$ cat src/rtl/spi_pkg.sv
// spi_pkg: FSM states, sample-edge selection and default synchronizer depth for spi_slave_mb
package spi_pkg;
    typedef enum logic [1:0] {IDLE, ARMED, SHIFT} state_t;
    localparam int SPI_SYNC_DEFAULT = 2;
    function automatic logic sample_rising(input logic cpol, input logic cpha);
        return ~(cpol ^ cpha);
    endfunction
endpackage

$ cat src/rtl/spi_pin_sync.sv
// spi_pin_sync: N-flop pin synchronizer with registered rise/fall detect, quiet until the chain refills after reset
module spi_pin_sync #(
    parameter int STAGES = 2,
    parameter bit RST_VAL = 1'b0
) (
    input  logic clk,
    input  logic rst,
    input  logic pin,
    output logic q,
    output logic rise,
    output logic fall
);
    logic [STAGES-1:0] chain;
    logic [STAGES:0] warm;
    logic prev;
    assign q = chain[STAGES-1];
    // warm keeps a pin held at a non-reset level from looking like an edge once reset releases
    always_ff @(posedge clk) begin
        if (rst) begin
            chain <= {STAGES{RST_VAL}};
            warm  <= '0;
            prev  <= RST_VAL;
            rise  <= 1'b0;
            fall  <= 1'b0;
        end else begin
            chain <= {chain[STAGES-2:0], pin};
            warm  <= {warm[STAGES-1:0], 1'b1};
            prev  <= q;
            rise  <= warm[STAGES] & q & ~prev;
            fall  <= warm[STAGES] & ~q & prev;
        end
    end
endmodule

$ cat src/rtl/spi_slave_mb.sv
// spi_slave_mb: oversampled multi-byte full-duplex SPI slave, any mode; SPI_SLAVE_DEBUG_EN adds the dbg port
module spi_slave_mb
    import spi_pkg::*;
#(
    parameter int DATA_BYTES = 4,
    parameter bit CPOL = 1'b0,
    parameter bit CPHA = 1'b0,
    parameter int SYNC_STAGES = SPI_SYNC_DEFAULT
) (
    input  logic                    sysClk,
    input  logic                    reset,
    input  logic                    spiClk,
    input  logic                    mosi,
    input  logic                    cs,
    output logic                    miso,
    input  logic [8*DATA_BYTES-1:0] tx_data,
    input  logic                    tx_load,
    output logic [7:0]              rx_byte,
    output logic                    byte_valid,
    output logic [8*DATA_BYTES-1:0] rx_data,
    output logic                    rx_valid,
    output logic                    frame_active,
    output logic                    frame_error
`ifdef SPI_SLAVE_DEBUG_EN
    ,
    output logic [15:0]             dbg
`endif
);
    localparam int FW = 8 * DATA_BYTES;
    localparam int CW = $clog2(FW);
    localparam logic SAMPLE_RISE = sample_rising(CPOL, CPHA);

    logic sclk_q, sclk_rise, sclk_fall;
    logic mosi_q, mosi_rise, mosi_fall;
    logic cs_q, cs_rise, cs_fall;
    logic sample, shift, last, first;
    logic unused_pins;
    state_t state;
    logic [CW-1:0] cnt;
    logic [FW-1:0] tx_sr, tx_shadow, rx_sr, reload;

    spi_pin_sync #(.STAGES(SYNC_STAGES), .RST_VAL(CPOL)) u_sclk (
        .clk(sysClk), .rst(reset), .pin(spiClk), .q(sclk_q), .rise(sclk_rise), .fall(sclk_fall));
    spi_pin_sync #(.STAGES(SYNC_STAGES), .RST_VAL(1'b0)) u_mosi (
        .clk(sysClk), .rst(reset), .pin(mosi), .q(mosi_q), .rise(mosi_rise), .fall(mosi_fall));
    spi_pin_sync #(.STAGES(SYNC_STAGES), .RST_VAL(1'b1)) u_cs (
        .clk(sysClk), .rst(reset), .pin(cs), .q(cs_q), .rise(cs_rise), .fall(cs_fall));

    assign unused_pins  = ^{sclk_q, mosi_rise, mosi_fall, cs_q};
    assign sample       = SAMPLE_RISE ? sclk_rise : sclk_fall;
    assign shift        = SAMPLE_RISE ? sclk_fall : sclk_rise;
    assign last         = cnt == CW'(FW - 1);
    assign reload       = tx_load ? tx_data : tx_shadow;
    assign frame_active = state != IDLE;

    // first: the next shift edge presents a freshly loaded MSB instead of shifting
    always_ff @(posedge sysClk) begin
        if (reset) begin
            state       <= IDLE;
            cnt         <= '0;
            tx_sr       <= '0;
            rx_sr       <= '0;
            tx_shadow   <= '0;
            first       <= 1'b0;
            miso        <= 1'b0;
            rx_byte     <= '0;
            rx_data     <= '0;
            byte_valid  <= 1'b0;
            rx_valid    <= 1'b0;
            frame_error <= 1'b0;
        end else begin
            byte_valid  <= 1'b0;
            rx_valid    <= 1'b0;
            frame_error <= 1'b0;
            if (tx_load) tx_shadow <= tx_data;
            if (cs_rise) begin
                state       <= IDLE;
                frame_error <= (state != IDLE) && (cnt != '0);
                cnt         <= '0;
                miso        <= 1'b0;
            end else if (state == IDLE) begin
                miso <= 1'b0;
                if (cs_fall) begin
                    state <= ARMED;
                    cnt   <= '0;
                    tx_sr <= reload;
                    first <= CPHA;
                    miso  <= CPHA ? 1'b0 : reload[FW-1];
                end
            end else if (sample) begin
                state <= SHIFT;
                rx_sr <= {rx_sr[FW-2:0], mosi_q};
                cnt   <= last ? '0 : cnt + 1'b1;
                if (cnt[2:0] == 3'd7) begin
                    rx_byte    <= {rx_sr[6:0], mosi_q};
                    byte_valid <= 1'b1;
                end
                if (last) begin
                    rx_data  <= {rx_sr[FW-2:0], mosi_q};
                    rx_valid <= 1'b1;
                    tx_sr    <= reload;
                    first    <= 1'b1;
                end
            end else if (shift) begin
                first <= 1'b0;
                if (first) begin
                    miso <= tx_sr[FW-1];
                end else begin
                    tx_sr <= tx_sr << 1;
                    miso  <= tx_sr[FW-2];
                end
            end
        end
    end

`ifdef SPI_SLAVE_DEBUG_EN
    always_ff @(posedge sysClk) begin
        if (reset) dbg <= '0;
        else dbg <= {3'(state), 5'(cnt), sclk_q, mosi_q, cs_q, sclk_rise, sclk_fall,
                     byte_valid, rx_valid, frame_error};
    end
`endif
endmodule

$ cat config.mk
export PLATFORM = sky130hd
export DESIGN_NAME = spi_slave_mb
export DESIGN_NICKNAME = d
export VERILOG_FILES = /design/src/rtl/spi_pkg.sv /design/src/rtl/spi_pin_sync.sv /design/src/rtl/spi_slave_mb.sv
export SDC_FILE = /design/constraint.sdc
export NUM_CORES = 1
export LEC_CHECK = 0
export ABC_AREA = 1
export CORE_MARGIN = 1.5
export CORE_UTILIZATION = 59
export CTS_BUF_LIST = sky130_fd_sc_hd__clkbuf_8 sky130_fd_sc_hd__clkbuf_16
export DETAILED_ROUTE_END_ITERATION = 7
export PLACE_DENSITY = 0.92
export SETUP_SLACK_MARGIN = 0.4
export SYNTH_ARGS = -nofsm -noshare
export SYNTH_HDL_FRONTEND = slang
export SYNTH_SLANG_ARGS = --single-unit
$ cat constraint.sdc
create_clock -name sysClk -period 3.65 [get_ports sysClk]
set_input_delay 0.365 -clock sysClk [delete_from_list [all_inputs] [get_ports sysClk]]
set_output_delay 0.365 -clock sysClk [all_outputs]
set_load 0.02 [all_outputs]
======== Word level (Yosys, flattened, before mapping) ========
Cells that the tools add are included.
cells by class
  bitwise logic cells ..................... 15
  reductions and logical operators ........ 17
  $add $sub $neg .......................... 1
  multiplexer cells ....................... 28
  equal/unequal tests ..................... 6
operators by type and width
  kind                                                             count
  32-bit two-way mux                                               7
  5-bit two-way mux                                                4
  1-bit two-way mux                                                14
  4-bit AND reduction                                              3
  1-bit AND                                                        8
  1-bit inverter                                                   7
  2-bit two-way mux                                                3
  2-bit nonzero test                                               3
  5-bit by 1-bit adder with 5-bit output, second input constant    1
  5-bit == test, second input constant                             1
  5-bit AND reduction                                              1
  5-bit nonzero test                                               1
  2-bit AND reduction                                              2
  2-bit OR reduction                                               2
  4-bit OR reduction                                               1
  3-bit == test, second input constant                             1
  3-bit by 1-bit != test with 1-bit output, second input constant  1
  3-bit != test, second input constant                             1
  3-bit AND reduction                                              1
  3-bit nonzero test                                               1
  2-bit zero test                                                  1
  2-bit by 1-bit != test with 1-bit output, second input constant  1
  2-bit != test, second input constant                             1
  1-bit logical AND                                                1
word-level totals
  logic and storage cells ................. 92
  output and inout bits ................... 45
  bits of input ports ..................... 38
  register bits ........................... 165

======== Logic depth before layout (Yosys ltp) ========
  depth in word-level cells ............... 4
  depth in mapped cells ................... 11
  depth with buffers taken out ............ 11

======== Cells and area by module ========
A second synthesis with hierarchy kept.
second synthesis, totals
  cell total of the unflattened synthesis .. 904
  area total of the unflattened synthesis .. 6596.3 um^2
by module, submodules not included
  module                      sequential area each (um^2)  area an instance (um^2)  times used  cells an instance
  spi_slave_mb                2942.8                       5904.4                   1           829
  spi_pin_sync at u_mosi ...  160.2                        232.7                    2           26
  spi_pin_sync at u_cs        160.2                        226.5                    1           23

======== Worst setup path after synthesis ========
No wires, ideal clock.
  path kind ............................... register to register
  start point ............................. reg cnt[0]
  end point ............................... reg tx_sr[10]
  required time ........................... 3.537 ns
  slack ................................... 2.011 ns
  cell stages (with the launch flop) ...... 12
  path buffers ............................ 1
  arrival ................................. 1.526 ns
  cells stage by stage .................... dfxtp_1 -> ha_1 -> nand2_1 -> nor2_1 -> ha_1 -> inv_1 -> nand3_1 -> nand4_2 -> buf_2 -> nand2_1 -> nand2_1 -> nor2_1
on the way
  word-level cells in the longest chain between the ends .. 3
RTL lines
  element                               line                 source
  start, declared                       spi_slave_mb.sv:39   logic [CW-1:0] cnt;
  start signal, assigned                spi_slave_mb.sv:93   cnt <= last ? '0 : cnt + 1'b1;
  5-bit == test                         spi_slave_mb.sv:52   assign last = cnt == CW'(FW - 1);
  via last                              spi_slave_mb.sv:36   logic sample, shift, last, first;
  3-bit != test (no source line)        -
  5-bit AND reduction (no source line)  -
  end signal, assigned                  spi_slave_mb.sv:86   tx_sr <= reload;
  end signal, assigned                  spi_slave_mb.sv:101  tx_sr <= reload;
  end signal, assigned                  spi_slave_mb.sv:109  tx_sr <= tx_sr << 1;
  end, declared                         spi_slave_mb.sv:40   logic [FW-1:0] tx_sr, tx_shadow, rx_sr, reload;
The timed path passes the listed nets, and every way through them passes these cells.
A chain may end at the register's enable or synchronous reset.

======== Worst setup path in the final report ========
  start point ............................. reg cnt[1]
  end point ............................... reg tx_sr[3]
Same word-level chain as after synthesis.

==> metrics <==
overflow left after global routing=0; initial antenna violation count=0; GR Util All Layers=0.253; largest net degree at the start of global routing=65; Critical Path Source Type=flip-flop; drt via density=5.24; detailed-route wire length per cell=12.8 µm; worst-path maximum fanout=61; CTS Buf Count=17; root buffer cell=clkbuf_8; number of synthesized flops with an enable pin=0; DRC=0; Starting Density=0.608; final hold violations=0; worst-skew pair later-pin latency=510 ps; mapped cell area=around 6200 µm²; htree depth=4; Adder-Cell Fraction of Synth Area=0.00801; worst-margin pin slew=1010 ps; top cells by area, synth=dfxtp_1 (52%), nand2_1 (15%), nor2_1 (7.9%), a21oi_1 (5.8%), o21ai_0 (4.4%); Gate power share=0.048; FILL cells=around 740; drt total wl=between 10000 and 15000 µm; Slew HR=0.323; Post-layout nets=about 970; peak supply drop=~320 µV; post-route insts no fill=around 1.1k; largest family of logic cells by synthesized area=simple AND/OR/NAND/NOR gates; share of the synthesized area in the top cell type=0.519; clock sinks=~160; clock group share of total power=0.476; ant diodes=0; worst endpoint required time=4060 ps; Routed Antenna Nets=0; Crit path largest cell delay=around 490 ps; Synth Register Bits=162; site row count=37; critical-path cell list=ha_1, nand2_1, nor2_1, ha_1, inv_1, nand3_1, nand4_2, buf_4, nand2_1, nand2_1, nor2_1; Final Cell Area=7670 µm²; worst setup margin=about 1400 ps; drt first pass iters=6; Seq pwr share=0.477; P per Cell Area=494 nW/µm²; compound-gate portion of the synthesized area=0.125; crit-path most repeated cell=nand2_1; vias=5627; xor/xnor cell area share of the yosys netlist=0; Seq/Total Area, Yosys=0.519; RSZ-0062 raised after global routing=false; Synth-to-Final Area Change=22.8%; fin. max-slew vios=0; leak pwr=0.00336 µW; syn nets=905; yosys warns=0; Initial DRC Count=about 350; min Tclk post-route=around 2200 ps; Sw Pwr=about 840 µW; Mapped Cells=about 860; Highest Clock Rate=around 450 MHz; Syn Area/Cell=just over 7 µm²; crit share post-route=0.615; mux contribution to synthesized area=0; io pins=just over 80; Post-CTS Setup Inserts=0; skew final=7.83 ps; status=finished, final reports clean; internal power=2940 µW; total negative slack=0 ps; Netlist cell types=25; Post-Place Cells=around 1.0k; first-pass GRT wire length=about 23000 µm; CTS max path bufs=2; Hold Crit Class=input port to flip-flop; endpoint class of the critical path=flip-flop; critical path class=flip-flop to flip-flop; Final Power=around 3800 µW; vias in the first global route=approximately 5.2k; GPL Wtd Cong=about 0.83; Die W=roughly 110 µm; CTS tree=done; IO buf count=82; cts repair resizes=0; Cell Area, Placed=a little over 7000 µm²; core area=10300 µm²; share of cells above drive strength 1=0.0608; total die area=11200 µm²; switching power share of the total=0.223; Main synth FF type=dfxtp_1; Post-DP HPWL=slightly below 8000 µm; Synth Area in Simple Gates=0.272; hold buffers post-CTS=0; Worst EP arrival=roughly 2700 ps; Post-Place Setup Slack=roughly 1400 ps; Synth area leader=dfxtp_1; slowest CP cell=buf_4; DIE HEIGHT=roughly 110 µm; maxcap violations=0; ys async rst share=0; Clock transition at path regs=60 ps; Setup Viol. Count Final=0
## power by group through the flow
| stage | registers, µW | logic, µW | clock network (µW) |
|---|---|---|---|
| after global routing | 1810 | 204 | 1900 |
| after CTS | 1810 | 180 | 1810 |
| final | 1810 | 180 | 1800 |
| after global placement | 1840 | 174 | 0 |
| after floorplan | 1840 | 113 | 0 |
| after detailed placement | 1850 | 177 | 0 |
## through the flow
stage	hold WS (ps)	util
5_1_grt	378	0.747
4_1_cts	359	0.747
3_5_place_dp	396	0.688
3_3_place_gp	389	0.688
2_1_floorplan	388	-
6_report	362	0.747
## final cells by class
type	instances	area [µm²]	share of cell area
Sequential cell	162	3240	0.423
Clock buffer	18	428	0.0558
Tap cell	136	170	0.0222
Inverter	71	267	0.0347
Clock inverter	14	175	0.0228
Timing Repair Buffer	88	861	0.112
Multi-Input combinational cell	584	2530	0.330
## routing by layer
metal  track usage  vias to the layer above  wire length (µm)
met2         0.440                      210              6740
met5             0                        -                 0
li1              -                     2830                 -
met1         0.304                     2550              5890
met3        0.0454                       37               700
met4         0.116                        0               374
## cells in the final DEF (no fill, tap or decap), drive strengths merged, types with 3 or more instances in the layout
master / Yosys / layout
nand2: 255 / 255
dfxtp: 162 / 162
a21oi: 72 / 72
clkbuf: 19 / 18
clkinv: 0 / 3
inv: 71 / 76
clkdlybuf4s50: 0 / 81
buf: 27 / 7
clkinvlp: 0 / 3
o21ai: 81 / 81
bufinv: 0 / 3
nand3: 24 / 24
ha: 4 / 4
nor2: 137 / 137
## Yosys cell counts (3+ instances only)
cell / number
nor2_1: 131
inv_1: 65
o21ai_1: 26
inv_2: 6
buf_1: 4
dfxtp_1: 162
a21oi_1: 72
ha_1: 4
o21ai_0: 55
nor2_4: 4
clkbuf_1: 19
nand2_1: 252
buf_2: 20
buf_4: 3
nand3_1: 24
## kinds of logic (layout without fill, tap and decap cells)
kind of cell | count (synthesis) | after routing
simple gates | 425 | 425
flops | 162 | 162
compound gates | 155 | 155
buf+inv | 117 | 191
fa+ha+maj | 4 | 4
## registers in the layout, summed over array words and instances (netlist names), 3 cells and up
name	cells
rx_sr	31
rx_data	32
tx_shadow	32
tx_sr	32
cnt	5
rx_byte	8
u_sclk.warm	3
## worst max-delay path: cells and delay by family, from the launching register on
family	cells	cell delay, ps
AND/OR/NAND/NOR	7	740
buffers and inverters	2	630
flip-flops	1	360
adder cells (fa/ha/maj)	2	380
## path summary, 6_finish.rpt
path / startpoint / endpoint / slack, ps / depth (start not counted)
worst max-delay path: cnt[1]$_SDFFE_PP0P_ / tx_sr[3]$_SDFFE_PP0P_ / 1400 / 11
worst min-delay path: spiClk / u_sclk.chain[0]$_SDFF_PP0_ / 360 / 3
worst max register to register: cnt[1]$_SDFFE_PP0P_ / tx_sr[3]$_SDFFE_PP0P_ / 1400 / 11
worst min register to register: u_sclk.warm[0]$_DFF_P_ / u_sclk.warm[1]$_SDFF_PP0_ / 400 / 2
No activity file was read; power rests on OpenSTA's default activity.
